File: src/rtl/fifo_rd_stream_adapter.sv
// Read-side drain stage for the async FIFO, in the read clock domain.
// It turns the FIFO's rd_en/rdata/empty port, which has one cycle of read
// latency, into a valid/ready stream. A 2-entry buffer holds words returned
// during consumer stalls, so the stream runs at one word per clock with no
// bubbles. The block also provides a synchronous flush, a transfer counter
// and a sticky read-error flag.
module fifo_rd_stream_adapter #(
    parameter int WIDTH     = 8,
    parameter int CNT_WIDTH = 16
) (
    input  logic                 clk_i,
    input  logic                 rst_i,
    input  logic                 fifo_empty_i,
    input  logic [WIDTH-1:0]     fifo_rdata_i,
    input  logic                 fifo_rd_error_i,
    output logic                 rd_en_o,
    output logic                 m_valid_o,
    output logic [WIDTH-1:0]     m_data_o,
    input  logic                 m_ready_i,
    input  logic                 flush_i,
    output logic [CNT_WIDTH-1:0] words_out_o,
    output logic                 protocol_err_o
);

    // Buffer occupancy. The encoding equals the number of held words.
    typedef enum logic [1:0] {
        EMPTY = 2'd0,
        ONE   = 2'd1,
        TWO   = 2'd2
    } occ_e;

    occ_e                 occ_q, occ_d;
    logic                 inflight_q, inflight_d;
    logic                 valid_q, valid_d;
    logic [WIDTH-1:0]     head_q, head_d;
    logic [WIDTH-1:0]     tail_q, tail_d;
    logic [CNT_WIDTH-1:0] cnt_q, cnt_d;
    logic                 err_q, err_d;

    logic                 pop;
    logic [2:0]           committed;

    assign m_valid_o      = valid_q;
    assign m_data_o       = head_q;
    assign words_out_o    = cnt_q;
    assign protocol_err_o = err_q;

    assign pop = valid_q & m_ready_i;

    // Buffer slots still claimed after this cycle's pop. This includes the
    // word already in flight from the FIFO. A pop needs occ >= 1, so the
    // subtraction cannot underflow.
    assign committed = {1'b0, occ_q} + {2'b00, inflight_q} - {2'b00, pop};

    // Issue a read only if the returning word is sure to find a free slot.
    // m_ready_i reaches rd_en_o through a combinational path through pop.
    assign rd_en_o = !rst_i && !flush_i && !fifo_empty_i && (committed < 3'd2);

    // Next-state logic for the buffer, the in-flight flag, the counter and the error flag.
    always_comb begin
        // NOTE: every _d is given its hold value first, so no branch can leave a signal unassigned and infer a latch.
        occ_d      = occ_q;
        head_d     = head_q;
        tail_d     = tail_q;
        inflight_d = rd_en_o;
        cnt_d      = cnt_q + {{(CNT_WIDTH-1){1'b0}}, pop};
        err_d      = err_q | fifo_rd_error_i;

        // The returning word (inflight_q) goes into the slot left free after any pop, which keeps the words in order.
        case (occ_q)
            EMPTY: begin
                if (inflight_q) begin
                    occ_d  = ONE;
                    head_d = fifo_rdata_i;
                end
            end
            ONE: begin
                if (inflight_q && !pop) begin
                    occ_d  = TWO;
                    tail_d = fifo_rdata_i;
                end else if (inflight_q && pop) begin
                    head_d = fifo_rdata_i;
                end else if (pop) begin
                    occ_d  = EMPTY;
                end
            end
            TWO: begin
                // The issue rule prevents a word from returning while both slots are full.
                if (pop) begin
                    occ_d  = ONE;
                    head_d = tail_q;
                end
            end
            default: occ_d = EMPTY;
        endcase

        // A flush drops the buffered words and any word arriving this cycle.
        // A pop in the same cycle still completes and is counted above.
        if (flush_i) begin
            occ_d = EMPTY;
        end

        valid_d = (occ_d != EMPTY);
    end

    // State registers with asynchronous active-high reset.
    always_ff @(posedge clk_i or posedge rst_i) begin
        // NOTE: non-blocking assignments make every flop sample values from before the edge, whatever order the statements are in.
        if (rst_i) begin
            occ_q      <= EMPTY;
            inflight_q <= 1'b0;
            valid_q    <= 1'b0;
            // NOTE: the buffer entries are reset on purpose, so m_data_o reads a known 0 during and after reset.
            head_q     <= '0;
            tail_q     <= '0;
            cnt_q      <= '0;
            err_q      <= 1'b0;
        end else begin
            occ_q      <= occ_d;
            inflight_q <= inflight_d;
            valid_q    <= valid_d;
            head_q     <= head_d;
            tail_q     <= tail_d;
            cnt_q      <= cnt_d;
            err_q      <= err_d;
        end
    end

endmodule

File: config.mk
export PLATFORM = sky130hd
export DESIGN_NAME = fifo_rd_stream_adapter
export DESIGN_NICKNAME = d
export VERILOG_FILES = /design/src/rtl/fifo_rd_stream_adapter.sv
export SDC_FILE = /design/constraint.sdc
export NUM_CORES = 1
export LEC_CHECK = 0
export ABC_AREA = 1
export CORE_MARGIN = 3
export CORE_UTILIZATION = 60
export DETAILED_ROUTE_END_ITERATION = 6
export DONT_BUFFER_PORTS = 1
export PLACE_DENSITY = 0.77
export SLEW_MARGIN = 0
export SYNTH_ARGS = -nofsm -noshare
export SYNTH_HDL_FRONTEND = slang
export SYNTH_SLANG_ARGS = --single-unit
File: constraint.sdc
create_clock -name clk_i -period 2.8 [get_ports clk_i]
set_input_delay 0.56 -clock clk_i [delete_from_list [all_inputs] [get_ports clk_i]]
set_output_delay 0.56 -clock clk_i [all_outputs]
set_load 0.03 [all_outputs]
==> results.yml, run 1 <==
status:
  run_status: "complete, no violations"
finish:
  fin_nets: 248
  final_util_pct: 72.5
  antenna_cells: 0
  area_delta_synth_final_pct: 10.8
  drive_gt1_share_pct: 15.2
grt:
  grt_usage_pct: 20.7
  grt_pass1_vias: 1333
  grt_pass1_wl_um: 5750
  grt_max_degree: 38
  globalRouteOverflowTotal: 0
  antenna_found_initial: 0
job:
  cap_violations: 0
power_and_ir_drop:
  switching_share_pct: 32.9
  p_leak_nw: 1.05
  ir_drop_mv: 0.480
  switching_power_uw: 479
  p_int_uw: 978
  p_clk_share_pct: 31.3
  comb_power_share_pct: 11.7
  p_seq_share_pct: 56.9
  cellPowerDensity_nw_per_um2: 698
routing:
  vias: 1451
  drc_errors: 0
  post_drt_wl_per_cell_um: 13.4
  ant_nets: 0
  initialDrtViolationCount: 67
  wl_um: 3660
  via_per_inst: 5.32
  drtPass1Iterations: 4
clock_tree:
  cts_root_buffer: "clkbuf_4"
  numCtsBuffers: 5
  clock-sinks: 37
  postCtsHoldBufs: 0
  cts_buffer_depth: 2
  cts_tree: "built"
  clk_pin_slew_ns: 0.11
  clkLatencyLatePin_ns: 0.35
  cts.htree.levels: 2
yosys:
  synth_top_family_by_area: "simple AND/OR/NAND/NOR gates"
  syn_inst: 219
  syn-cell-area_um2: 1880
  syn_avg_cell_area_um2: 8.59
  synth_compound_area_share_pct: 3.92
  ys_ff_latch: 37
  synth_fa_ha_area_share_pct: 3.06
  synth.distinct_cells: 25
  synthesis.nets: 237
  seq_area_frac_synth_pct: 49.2
  synthMuxAreaShare_pct: 0
  synth_xor_area_share_pct: 4.19
  ys_warn_count: 0
  yosys.area_share.simple_pct: 32.4
timing:
  setup_viol: 0
  final-hold-violation-count: 0
  fmaxAchievable_mhz: 365
  drv_slew: 0
  slew_headroom_pct: 62.1
  final.setup.tns_ns: 0
  clock_skew_ns: 0.00602
  period_needed_ns: 2.74
  worst_pin_slew_ns: 0.568
  fin_crit_sh_pct: 97.7
die:
  die_y_um: 62.0
  die_w_um: 62.0
  rows: 19
  core_area_um2: 2880
  die-area_um2: 3840
  start_util_pct: 65.4
  pin_count: 41
setup_path:
  critPathLaunchType: "flop"
  slowest_stage: "fa_1"
  worstPathCellList: "nand2_2 -> ha_4 -> or2_4 -> fa_1 -> nand3_2 -> nor2_4 -> buf_6"
  crit_path_end_kind: "output pin"
  critPathBufInv: 1
  critPathKind: "flop to output pin"
  required_ns: 2.24
  cp_max_fo: 2
  cp_slowest_stage_delay_ns: 0.53
  critPathTopFamily: "adder cells"
  arrival_ns: 2.18
placed_design:
  place_congestion: 0.844
  io_buffers: 0
  place_hpwl_um: 2640
min_path:
  hold_path_class: "input port to asynchronous set/reset pin"
## path summary, 6_finish.rpt
check | start | to | slack, ns | depth (start not counted)
worst max-delay path | m_valid_o | rd_en_o | 0.06 | 7
worst min-delay path | rst_i | protocol_err_o | 0.20 | 2
worst max register to register | m_valid_o | inflight_q | 0.83 | 8
worst min register to register | tail_q[0] | tail_q[0] | 0.49 | 2
max in group asynchronous | rst_i | tail_q[3] | 2.28 | 2
min in group clk_i | fifo_rd_error_i | protocol_err_o | 0.31 | 1
## layout by cell type (no fill, tap or decap), types with 2 or more instances in the layout
cell type / instances
nand2_2: 2
ha_1: 2
bufinv_16: 2
nor2_1: 15
buf_4: 6
clkbuf_4: 5
nand4_1: 4
nand3_1: 18
inv_1: 21
xnor2_1: 5
nand2_4: 3
xor2_1: 4
nor2_8: 2
o21ai_1: 11
dfrtp_1: 37
o21ai_0: 2
nand2_1: 76
nor2_4: 3
## per-stage QoR
stage | std cells | setup slack, ns | hold slack (ns) | power [mW] | cell area (um2)
global placement | 261 | 0.178 | 0.460 | 0.988 | 1920
floorplan | 219 | 0.00191 | 0.443 | 0.953 | 1880
detailed placement | 261 | 0.136 | 0.470 | 1.00 | 1920
global route | 273 | -0.0175 | 0.227 | 1.53 | 2090
finish | 273 | 0.0632 | 0.197 | 1.46 | 2090
CTS | 270 | 0.00616 | 0.207 | 1.46 | 2040
## what timing repair did
item / in CTS / in global routing
resized for setup: 3 / 4
pin swaps: 1 / 5
setup buffers: 1 / 3
cloned: 0 / 0
setup endpoints to repair: 1 / 1
## layer usage
metal,track usage (%),up-vias,wire length (um)
met4,9.09,0,65
met2,33.9,38,1870
met1,25.0,705,1530
li1,-,702,-
met3,6.40,6,197
met5,0,-,0
## Yosys cell counts
cell     count  share of area, %
nand2_1     77                15
dfrtp_1     37                49
inv_1       21               4.2
nand3_1     19               5.1
nor2_1      16               3.2
o21ai_1     11               2.9
xnor2_1      5               2.3
nand4_1      4               1.3
xor2_1       4               1.9
ha_1         3               2.0
nand2_4      3               1.8
buf_6        2               1.2
nor2_4       2               1.2
nor2_8       2               2.1
o21ai_0      2              0.53
or2_2        2              0.66
a21oi_2      1              0.47
buf_8        1              0.80
fa_1         1               1.1
inv_2        1              0.20
inv_4        1              0.33
inv_6        1              0.47
nand2_2      1              0.33
nand2_8      1               1.1
nor2_2       1              0.33
## power by group through the flow
stage,combinational [mW],sequential [mW],clock (mW)
6_report,0.171,0.829,0.456
5_1_grt,0.201,0.843,0.491
3_3_place_gp,0.151,0.837,0
4_1_cts,0.165,0.830,0.466
3_5_place_dp,0.161,0.841,0
2_1_floorplan,0.128,0.825,0
## kinds of logic after synthesis
group,Yosys count
buffers and inverters,27
xor gates and xnor gates,9
adders and majority gates,4
AOI/OAI and AO/OA,14
DFF,37
and+or+nand+nor,128
## layout make-up
class	count	area, um2
Timing Repair Buffer	7	56.3
Fill cell	222	791
Tap cell	42	52.6
Clock inverter	3	65.1
Inverter	24	97.6
Clock buffer	5	37.5
Multi-Input combinational cell	155	851
Sequential cell	37	926
## registers in the layout, summed over array words and instances, names as in the netlist
signal,flops
m_data_o,8
occ_q,2
words_out_o,16
tail_q,8
m_valid_o,1
protocol_err_o,1
inflight_q,1
Note: power is estimated with default switching activity, not from simulation.
==> inputs of run 2 (changes only) <==
- SLEW_MARGIN: 0 -> 20
==> results of run 2 <==
The final DEF is identical to that of run 1; final timing and power are the same.
